==> src/rtl/uart_ring_dump_ctrl_pkg.sv <==
// uart_ring_dump_ctrl_pkg: shared ASCII constants, dump FSM state encoding and the
// hex-nibble to ASCII helper used by the ring-buffer dump controller.
package uart_ring_dump_ctrl_pkg;

  localparam logic [7:0] ASCII_CR    = 8'h0D;
  localparam logic [7:0] ASCII_LF    = 8'h0A;
  localparam logic [7:0] ASCII_SPACE = 8'h20;
  localparam logic [7:0] ASCII_ZERO  = 8'h30;
  localparam logic [7:0] ASCII_A     = 8'h41;

  typedef enum logic [2:0] {
    ST_IDLE,
    ST_RD,
    ST_LATCH,
    ST_DIG,
    ST_SEP,
    ST_CR,
    ST_LF,
    ST_WAIT
  } dump_state_t;

  // Uppercase hex digit for one nibble.
  function automatic logic [7:0] hex_ascii(input logic [3:0] n);
    if (n < 4'd10) return ASCII_ZERO + {4'd0, n};
    else           return ASCII_A + {4'd0, n} - 8'd10;
  endfunction

endpackage

==> src/rtl/uart_ring_dump_ctrl_if.sv <==
// uart_ring_dump_ctrl_if: UART-side signals of the ring-buffer dump controller.
//   rx_done/rx_data : received word strobe and data (from uart_rx)
//   tx_start/tx_data: character start strobe and character (to uart_tx)
//   tx_done         : character finished strobe (from uart_tx)
// master = controller side, slave = UART side.
interface uart_ring_dump_ctrl_if #(
  parameter int DATA_W = 8
) ();

  logic              rx_done;
  logic [DATA_W-1:0] rx_data;
  logic              tx_start;
  logic [7:0]        tx_data;
  logic              tx_done;

  modport master (
    input  rx_done, rx_data, tx_done,
    output tx_start, tx_data
  );

  modport slave (
    output rx_done, rx_data, tx_done,
    input  tx_start, tx_data
  );

endinterface

==> src/rtl/uart_ring_dump_ctrl_ram_dp_sync.sv <==
// ram_dp_sync: DATA_W x 2**ADDR_W storage, one write port and one registered read port.
//   clk   : clock
//   we    : write enable, waddr/wdata : write address/data
//   raddr : read address, rdata valid the cycle after raddr is presented
// A read of the address being written in the same cycle returns the old contents.
module ram_dp_sync #(
  parameter int DATA_W = 8,
  parameter int ADDR_W = 4
) (
  input  logic              clk,
  input  logic              we,
  input  logic [ADDR_W-1:0] waddr,
  input  logic [DATA_W-1:0] wdata,
  input  logic [ADDR_W-1:0] raddr,
  output logic [DATA_W-1:0] rdata
);

  logic [DATA_W-1:0] mem [2**ADDR_W];

  always_ff @(posedge clk) begin
    if (we) mem[waddr] <= wdata;
    rdata <= mem[raddr];
  end

endmodule

==> src/rtl/uart_ring_dump_ctrl.sv <==
// uart_ring_dump_ctrl: stores every received UART word in a 2**ADDR_W ring buffer,
// steps through stored entries for the 7-seg display and dumps the buffer as
// uppercase ASCII hex (SEP between entries, CR LF at the end) over uart_tx.
//   clk, n_rst : clock, asynchronous active-low reset
//   uart       : rx_done/rx_data in, tx_start/tx_data out, tx_done in
//   step, dump : one-cycle request pulses
//   disp_data  : entry shown on the display
//   count      : stored entries (0..DEPTH), overflow: sticky overwrite flag
//   busy       : dump in progress
//
// state    | meaning
// ST_IDLE  | no dump; step logic owns the RAM read port
// ST_RD    | read address for entry k presented to the RAM
// ST_LATCH | RAM output captured into the digit shift register
// ST_DIG   | launch the next hex digit of the entry (MSB first)
// ST_SEP   | launch the separator, advance to next entry
// ST_CR    | launch carriage return
// ST_LF    | launch line feed
// ST_WAIT  | character in flight; resume at after_st on tx_done
module uart_ring_dump_ctrl
  import uart_ring_dump_ctrl_pkg::*;
#(
  parameter int         DATA_W = 8,
  parameter int         ADDR_W = 4,
  parameter logic [7:0] SEP    = ASCII_SPACE
) (
  input  logic                  clk,
  input  logic                  n_rst,
  uart_ring_dump_ctrl_if.master uart,
  input  logic                  step,
  input  logic                  dump,
  output logic [DATA_W-1:0]     disp_data,
  output logic [ADDR_W:0]       count,
  output logic                  busy,
  output logic                  overflow
);

  localparam int NDIG  = DATA_W / 4;
  localparam int DIG_W = (NDIG > 1) ? $clog2(NDIG) : 1;
  localparam logic [DIG_W-1:0]  LAST_DIG = DIG_W'(NDIG - 1);
  localparam logic [ADDR_W:0]   FULL     = {1'b1, {ADDR_W{1'b0}}};

  logic [ADDR_W-1:0] wptr, sidx, oldest, rd_addr;
  logic [DATA_W-1:0] rd_data;
  logic              step_go, step_pend;

  dump_state_t       state, state_nxt, after_st, after_nxt;
  logic [ADDR_W:0]   k, k_nxt, n_snap, n_nxt;
  logic [ADDR_W-1:0] base, base_nxt;
  logic [DATA_W-1:0] word, word_nxt;
  logic [DIG_W-1:0]  dig, dig_nxt;
  logic              tx_start_q, tx_start_nxt;
  logic [7:0]        tx_data_q, tx_data_nxt;

  // count==FULL truncates to 0, so oldest == wptr once the buffer has wrapped.
  assign oldest  = wptr - count[ADDR_W-1:0];
  assign busy    = (state != ST_IDLE);
  assign step_go = step && !busy && (count != '0);
  assign rd_addr = busy ? (base + k[ADDR_W-1:0]) : (oldest + sidx);

  assign uart.tx_start = tx_start_q;
  assign uart.tx_data  = tx_data_q;

  ram_dp_sync #(
    .DATA_W(DATA_W),
    .ADDR_W(ADDR_W)
  ) u_ram (
    .clk  (clk),
    .we   (uart.rx_done),
    .waddr(wptr),
    .wdata(uart.rx_data),
    .raddr(rd_addr),
    .rdata(rd_data)
  );

  always_ff @(posedge clk or negedge n_rst) begin
    if (!n_rst) begin
      wptr     <= '0;
      count    <= '0;
      overflow <= 1'b0;
    end else if (uart.rx_done) begin
      wptr <= wptr + 1'b1;
      if (count == FULL) overflow <= 1'b1;
      else               count    <= count + 1'b1;
    end
  end

  // Step read is registered in the RAM, then once more into disp_data.
  always_ff @(posedge clk or negedge n_rst) begin
    if (!n_rst) begin
      sidx      <= '0;
      step_pend <= 1'b0;
      disp_data <= '0;
    end else begin
      step_pend <= step_go;
      if (step_pend) disp_data <= rd_data;
      if (uart.rx_done && (count == '0))
        sidx <= '0;
      else if (step_go)
        sidx <= (({1'b0, sidx} + 1'b1) == count) ? '0 : sidx + 1'b1;
    end
  end

  always_ff @(posedge clk or negedge n_rst) begin
    if (!n_rst) begin
      state      <= ST_IDLE;
      after_st   <= ST_IDLE;
      k          <= '0;
      n_snap     <= '0;
      base       <= '0;
      word       <= '0;
      dig        <= '0;
      tx_start_q <= 1'b0;
      tx_data_q  <= '0;
    end else begin
      state      <= state_nxt;
      after_st   <= after_nxt;
      k          <= k_nxt;
      n_snap     <= n_nxt;
      base       <= base_nxt;
      word       <= word_nxt;
      dig        <= dig_nxt;
      tx_start_q <= tx_start_nxt;
      tx_data_q  <= tx_data_nxt;
    end
  end

  always_comb begin
    state_nxt    = state;
    after_nxt    = after_st;
    k_nxt        = k;
    n_nxt        = n_snap;
    base_nxt     = base;
    word_nxt     = word;
    dig_nxt      = dig;
    tx_start_nxt = 1'b0;
    tx_data_nxt  = tx_data_q;
    case (state)
      ST_IDLE: begin
        // count/oldest here are pre-write values, so a same-cycle rx_done is excluded.
        if (dump) begin
          n_nxt     = count;
          base_nxt  = oldest;
          k_nxt     = '0;
          state_nxt = (count == '0) ? ST_CR : ST_RD;
        end
      end
      ST_RD:    state_nxt = ST_LATCH;
      ST_LATCH: begin
        word_nxt  = rd_data;
        dig_nxt   = '0;
        state_nxt = ST_DIG;
      end
      ST_DIG: begin
        tx_start_nxt = 1'b1;
        tx_data_nxt  = hex_ascii(word[DATA_W-1 -: 4]);
        word_nxt     = word << 4;
        dig_nxt      = dig + 1'b1;
        if (dig == LAST_DIG) after_nxt = ((k + 1'b1) < n_snap) ? ST_SEP : ST_CR;
        else                 after_nxt = ST_DIG;
        state_nxt    = ST_WAIT;
      end
      ST_SEP: begin
        tx_start_nxt = 1'b1;
        tx_data_nxt  = SEP;
        k_nxt        = k + 1'b1;
        after_nxt    = ST_RD;
        state_nxt    = ST_WAIT;
      end
      ST_CR: begin
        tx_start_nxt = 1'b1;
        tx_data_nxt  = ASCII_CR;
        after_nxt    = ST_LF;
        state_nxt    = ST_WAIT;
      end
      ST_LF: begin
        tx_start_nxt = 1'b1;
        tx_data_nxt  = ASCII_LF;
        after_nxt    = ST_IDLE;
        state_nxt    = ST_WAIT;
      end
      ST_WAIT:  if (uart.tx_done) state_nxt = after_st;
      default:  state_nxt = ST_IDLE;
    endcase
  end

endmodule

==> src/flat_wrapper.sv <==
// flat-port wrapper written by rule: the top's interface ports become plain ports
module uart_ring_dump_ctrl_flat import uart_ring_dump_ctrl_pkg::*;
#(
  parameter int         DATA_W = 8,
  parameter int         ADDR_W = 4,
  parameter logic [7:0] SEP    = ASCII_SPACE
)
  (clk, n_rst, step, dump, disp_data, count, busy, overflow, uart_rx_done, uart_rx_data, uart_tx_done, uart_tx_start, uart_tx_data);
  uart_ring_dump_ctrl_if #(.DATA_W(DATA_W)) uart_i ();
  input  logic clk;
  input  logic n_rst;
  input  logic step;
  input  logic dump;
  output logic [DATA_W-1:0] disp_data;
  output logic [ADDR_W:0] count;
  output logic busy;
  output logic overflow;
  input wire logic [$bits(uart_i.rx_done)-1:0] uart_rx_done;
  input wire logic [$bits(uart_i.rx_data)-1:0] uart_rx_data;
  input wire logic [$bits(uart_i.tx_done)-1:0] uart_tx_done;
  output wire logic [$bits(uart_i.tx_start)-1:0] uart_tx_start;
  output wire logic [$bits(uart_i.tx_data)-1:0] uart_tx_data;
  assign uart_i.rx_done = uart_rx_done;
  assign uart_i.rx_data = uart_rx_data;
  assign uart_i.tx_done = uart_tx_done;
  assign uart_tx_start = uart_i.tx_start;
  assign uart_tx_data = uart_i.tx_data;
  uart_ring_dump_ctrl #(.DATA_W(DATA_W), .ADDR_W(ADDR_W), .SEP(SEP)) u_core (.clk(clk), .n_rst(n_rst), .uart(uart_i), .step(step), .dump(dump), .disp_data(disp_data), .count(count), .busy(busy), .overflow(overflow));
endmodule
==> config.mk <==
export PLATFORM = sky130hd
export DESIGN_NAME = uart_ring_dump_ctrl_flat
export DESIGN_NICKNAME = d
export VERILOG_FILES = /design/src/rtl/uart_ring_dump_ctrl_pkg.sv /design/src/rtl/uart_ring_dump_ctrl_if.sv /design/src/rtl/uart_ring_dump_ctrl_ram_dp_sync.sv /design/src/rtl/uart_ring_dump_ctrl.sv /design/src/flat_wrapper.sv
export SDC_FILE = /design/constraint.sdc
export NUM_CORES = 1
export LEC_CHECK = 0
export CAP_MARGIN = 20
export CORE_MARGIN = 2
export CORE_UTILIZATION = 60
export CTS_CLUSTER_DIAMETER = 120
export CTS_CLUSTER_SIZE = 16
export DETAILED_ROUTE_END_ITERATION = 10
export PLACE_DENSITY = 0.79
export SYNTH_ARGS = -nofsm -noshare
export SYNTH_HDL_FRONTEND = slang
export SYNTH_SLANG_ARGS = --single-unit
==> constraint.sdc <==
create_clock -name clk -period 7.75 [get_ports clk]
set_input_delay 1.55 -clock clk [delete_from_list [all_inputs] [get_ports clk]]
set_output_delay 1.55 -clock clk [all_outputs]
set_load 0.005 [all_outputs]
==> flow_summary.ini, run 1 <==
[layout]
instances_no_fill = 899
final-seq-area_um2 = 5505
antenna-diode-count = 0
nFillCells = 975
area_growth_pct = 12.05
multi_input_area_um2 = 3227
drive_above_1_share = 0.1245
layout.nets = 742

[floorplanning]
start_util = 0.6142
io_pins = 38
die_w_um = 126.2
dieArea_um2 = 15930
rows = 44
die_height_um = 126.2
core_area_um2 = 14590

[critical_path]
critical_path_class = flop to primary output
worstSetupStartpoint = u_core.state[2]
worst-path-stages = 3
reg2reg_slack_ns = 3.48
cp-endpoint = busy
cp_slowest_cell = nor3_4
r2r-start = u_core.count[0]
critPathBufInv = 2
worst_ep_required_time_ns = 6.20
startpoint_type = flop
worstSetupEndpointType = primary output
rr_endpoint = u_core.u_ram.rdata[4]
cp_top_family = simple AND/OR/NAND/NOR gates
max_stage_delay_ns = 0.89
rr_worst_depth = 10
crit_chain = nor3_4 -> inv_1 -> clkdlybuf4s50_1
path_max_fanout = 33
cp_data_arrival_time_ns = 2.90

[yosys]
ys_seq_area_frac = 0.6144
synth_top_area_cell = edfxtp_1
netlist_instances = 677
synth.most_common_cell = edfxtp_1
ys_warn_count = 0
avgSynthCellArea_um2 = 13.24
synthTopCellsByCount = edfxtp_1, nand2_1, dfrtp_1
synth-edff-count = 128
synth_nets = 716
synth-seq-cells = 196
synthTopCellsByArea = edfxtp_1, dfrtp_1, mux4_2
synth_top_cell_area_share = 0.4289
synthDistinctLibCells = 47
netlist_area_um2 = 8961
synth_ff_type = edfxtp_1
synthArstFlopShare = 0.3061

[route]
vias = 5848
ant_nets = 0
drc = 0
first_pass_iters = 5
drt_iter0_drc = 793
wirelength_mm = 19.66
via_per_inst = 6.505
routedWlPerCell_um = 21.86

[timing]
maxSlewHeadroom = 0.3181
fin_skew_ns = 0.01280
finalMaxSlewViolations = 0
setup_viol = 0
max_clock_freq_mhz = 224.6
report.final.hold_viol_count = 0
final.min_clock_period_ns = 4.452
worst_pin_slew_ns = 1.022
setup_tns_ns = 0
fin_crit_sh = 0.5744
rsz0062_at_grt = false

[clocking]
cts_made_buffers = 17
clock_sinks = 196
root_buffer = clkbuf_16
h-tree-depth = 4
cts_max_path_buffers = 2
cts_resized = 0
cts_tree = built
path_clk_slew_ns = 0.07
clk_latency_ns = 0.44
cts_setup_buffers = 0
hold_buffers = 0

[global_routing]
antenna_found_initial = 0
grt_max_degree = 61
track_usage = 0.2570
grt_pass1_wl_mm = 31.19
grt_pass1_vias = 5865
grt.overflow.total = 0

[place]
gp_congestion = 0.8277
placedCellCount = 867
place_hpwl_mm = 12.65
placement.io_buffers = 36

[flow_run]
maxCapViolations = 0

[power_and_ir_drop]
power_leakage_uw = 0.003738
vdd_ir_drop_max_v = 0.0003763
p_per_area_nw_per_um2 = 449.1

[min_path]
hold_path.class = flop to flop

[run_status]
status = complete, no violations
kinds of logic after synthesis:
kind of cell	Yosys count	share of synthesized area
fa+ha+maj	25	0.03742
xor+xnor	25	0.02443
flops	196	0.6144
other cells	1	0.0004185
buf+inv	62	0.02737
compound gates	152	0.1054
mux	61	0.1148
simple gates	155	0.07582
placed cells by master, fill, tap and decap left out, types with 4 or more instances in the layout:
cell	instances
edfxtp_1	128
nand2_1	85
dfrtp_1	60
a21oi_1	55
o21ai_0	35
clkdlybuf4s50_1	35
mux4_2	32
nor2_1	26
inv_1	25
ha_1	22
xnor2_1	18
nand3_1	18
clkbuf_16	17
a221oi_1	16
mux2_2	14
mux2i_1	13
o2bb2ai_1	8
a22oi_1	8
buf_4	8
dfxtp_1	8
xor2_1	7
o21a_1	7
inv_6	6
nand2b_1	5
nor3_1	5
nand4_1	5
o211ai_1	5
a21o_1	4
state kept, by name, indices dropped and copies added, names as in the netlist:
register	count
u_core.word	8
u_core.sidx	4
u_core.count	5
u_core.overflow	1
u_core.wptr	4
u_core.n_snap	5
u_core.dig	1
u_core.u_ram.rdata	8
u_core.u_ram.mem	128
u_core.uart.tx_start	1
u_core.disp_data	8
u_core.step_pend	1
u_core.after_st	3
u_core.uart.tx_data	7
u_core.k	5
u_core.state	3
u_core.base	4
stage by stage:
stage | utilization | hold WS (ns) | cell area, um2 | total power (uW) | worst slack [ns]
3_5_place_dp | 0.6487 | 0.4651 | 9464 | 3628 | 3.500
6_report | 0.6883 | 0.4782 | 10040 | 4509 | 3.298
4_1_cts | 0.6877 | 0.4817 | 10030 | 4505 | 3.305
2_1_floorplan | - | 0.4376 | 8961 | 2999 | 4.461
3_3_place_gp | 0.6467 | 0.4543 | 9434 | 3528 | 3.645
5_1_grt | 0.6883 | 0.5064 | 10040 | 4767 | 3.112
final cells by class:
| class | count | area share |
|---|---|---|
| Sequential cell | 196 | 0.5483 |
| Multi-Input combinational cell | 419 | 0.3214 |
| Clock buffer | 17 | 0.04237 |
| Timing Repair Buffer | 44 | 0.04137 |
| Tap cell | 184 | 0.02293 |
| Clock inverter | 14 | 0.01433 |
| Inverter | 25 | 0.009346 |
report_power, final:
part | switching [uW] | internal (uW)
Combinational | 1140 | 939
Sequential | 235 | 1340
Clock | 403 | 452
Total | 1770 | 2730
layer usage:
layer	GRT usage	wire length, um
met2	0.4254	9901
met3	0.05523	1382
met1	0.3337	7681
met4	0.1067	690
met5	0	0
worst min path at each step:
| stage | from | to | cells past startpoint |
|---|---|---|---|
| CTS | u_core.overflow | u_core.overflow | 1 |
| detailed placement | u_core.overflow | u_core.overflow | 1 |
| floorplan | u_core.u_ram.rdata[0] | u_core.word[0] | 2 |
| global placement | u_core.overflow | u_core.overflow | 1 |
| finish | u_core.overflow | u_core.overflow | 1 |
| global route | u_core.word[2] | u_core.word[2] | 2 |
(Power assumes the default switching activity.)
==> inputs of run 2 (changes only) <==
--- a/config.mk
+++ b/config.mk
@@ -7,11 +7,11 @@
 export LEC_CHECK = 0
 export CAP_MARGIN = 20
 export CORE_MARGIN = 2
-export CORE_UTILIZATION = 60
+export CORE_UTILIZATION = 55
 export CTS_CLUSTER_DIAMETER = 120
 export CTS_CLUSTER_SIZE = 16
 export DETAILED_ROUTE_END_ITERATION = 10
-export PLACE_DENSITY = 0.79
+export PLACE_DENSITY = 0.76
 export SYNTH_ARGS = -nofsm -noshare
 export SYNTH_HDL_FRONTEND = slang
 export SYNTH_SLANG_ARGS = --single-unit
==> constraint.sdc (replaced) <==
create_clock -name clk -period 4.05 [get_ports clk]
set_input_delay 0.81 -clock clk [delete_from_list [all_inputs] [get_ports clk]]
set_output_delay 0.81 -clock clk [all_outputs]
set_load 0.005 [all_outputs]
==> flow_summary.ini, run 2 (synthesis results as in run 1) <==
[run_status]
status = complete, no violations

[power_and_ir_drop]
swShare = 0.3874
p_seq_frac = 0.350
p_per_area_nw_per_um2 = 839.6
p_int_uw = 5202
p_sw_uw = 3289
power_leakage_uw = 0.003762
power_frac_comb = 0.464
vdd_ir_drop_max_v = 0.0005724
clockPowerShare = 0.187

[floorplanning]
die_w_um = 131.6
rows = 46
start_util = 0.5641
die_height_um = 131.6
core_area_um2 = 15890
io_pins = 38
dieArea_um2 = 17330

[layout]
area_growth_pct = 12.86
final_common_cell = edfxtp_1
layout.nets = 749
largest_reg_flops = 128
antenna-diode-count = 0
instances_no_fill = 939
drive_above_1_share = 0.1314
top_register = u_core.u_ram.mem
layout_common_cells = edfxtp_1, nand2_1, dfrtp_1

[critical_path]
cp_data_arrival_time_ns = 3.72
worst_ep_required_time_ns = 4.36
r2r-start = u_core.wptr[0]
path_max_fanout = 25
worstSetupEndpointType = flop
worstSetupStartpoint = u_core.wptr[0]
cp_slowest_cell = mux4_2
critical_path_class = flop to flop
crit_chain = inv_1 -> ha_1 -> inv_1 -> ha_1 -> mux2i_4 -> buf_4 -> mux4_2 -> o2bb2ai_1 -> a221oi_1 -> mux2i_1
startpoint_type = flop
max_stage_delay_ns = 0.56

[clocking]
cts_resized = 0
root_buffer = clkbuf_16
cts_setup_buffers = 0
path_clk_slew_ns = 0.07
cts_max_path_buffers = 2
cts_made_buffers = 17
clock_sinks = 196
clk_latency_ns = 0.44
cts_tree = built
h-tree-depth = 4
hold_buffers = 0

[flow_run]
maxCapViolations = 0

[route]
drc = 0
wirelength_mm = 19.43
first_pass_iters = 5
vias = 5795
drt_iter0_drc = 447
routedWlPerCell_um = 20.69
ant_nets = 0
via_per_inst = 6.171

[place]
place_hpwl_mm = 12.88
gp_congestion = 0.7939
placedCellCount = 906
placement.io_buffers = 36

[timing]
maxSlewHeadroom = 0.4092
setup_viol = 0
fin_skew_ns = 0.007487
rsz0062_at_grt = false
finalMaxSlewViolations = 0
worst_pin_slew_ns = 0.8829
setup_tns_ns = 0
final.min_clock_period_ns = 3.407
report.final.hold_viol_count = 0
fin_hold_ws_ns = 0.4121
fin_crit_sh = 0.8412
max_clock_freq_mhz = 293.5

[global_routing]
grt_max_degree = 33
grt_pass1_wl_mm = 30.99
track_usage = 0.2319
antenna_found_initial = 0
grt_pass1_vias = 5765
grt.overflow.total = 0

[min_path]
hold_path.class = primary input to asynchronous set/reset pin
## run 2: final timing paths
kind	endpoint	slack (ns)	depth (start not counted)
worst max-delay path	u_core.u_ram.rdata[3]	0.64	10
worst min-delay path	u_core.count[2]	0.41	1
worst max register to register	u_core.u_ram.rdata[3]	0.64	10
worst min register to register	u_core.word[2]	0.48	2
max in group asynchronous	u_core.state[2]	2.77	2
min in group clk	u_core.word[2]	0.48	2
## run 2: worst max-delay path: cells and delay by family, from the launching register on
| family | cells | cell delay [ns] |
|---|---|---|
| flops | 1 | 0.44 |
| compound gates | 2 | 0.49 |
| fa+ha+maj | 2 | 0.83 |
| mux | 3 | 0.90 |
| buf+inv | 3 | 0.59 |
## run 2: power groups by stage
stage	clock, uW	combinational (uW)	sequential, uW
6_report	1590	3940	2970
4_1_cts	1600	3950	2960
3_3_place_gp	0	3730	2970
2_1_floorplan	0	2910	2830
5_1_grt	1680	4330	3020
3_5_place_dp	0	3900	3000
## run 2: per-stage QoR
step | area (um2) | total power, uW | util | setup slack (ns)
2_1_floorplan | 8961 | 5738 | - | 0.7605
5_1_grt | 10110 | 9028 | 0.6367 | 0.3305
3_5_place_dp | 9557 | 6900 | 0.6016 | 0.4857
4_1_cts | 10110 | 8507 | 0.6362 | 0.4311
6_report | 10110 | 8491 | 0.6367 | 0.6433
3_3_place_gp | 9557 | 6701 | 0.6016 | 0.6686
## run 2: area by class of cell
cell class	count	area [um2]
fillers	1171	5772
clock buffers	19	432.9
repair buffers	51	467.9
flip-flops and latches	196	5505
well taps	216	270.3
multi-input cells	419	3227
inverters	25	93.84
clock inverters	13	116.4
## run 2: per-layer routing
metal,up-vias,global-route usage,share of wire
li1,2602,-,-
met1,2948,0.3080,0.40
met2,213,0.3909,0.52
met3,32,0.04823,0.063
met4,0,0.06461,0.017
met5,-,0,0
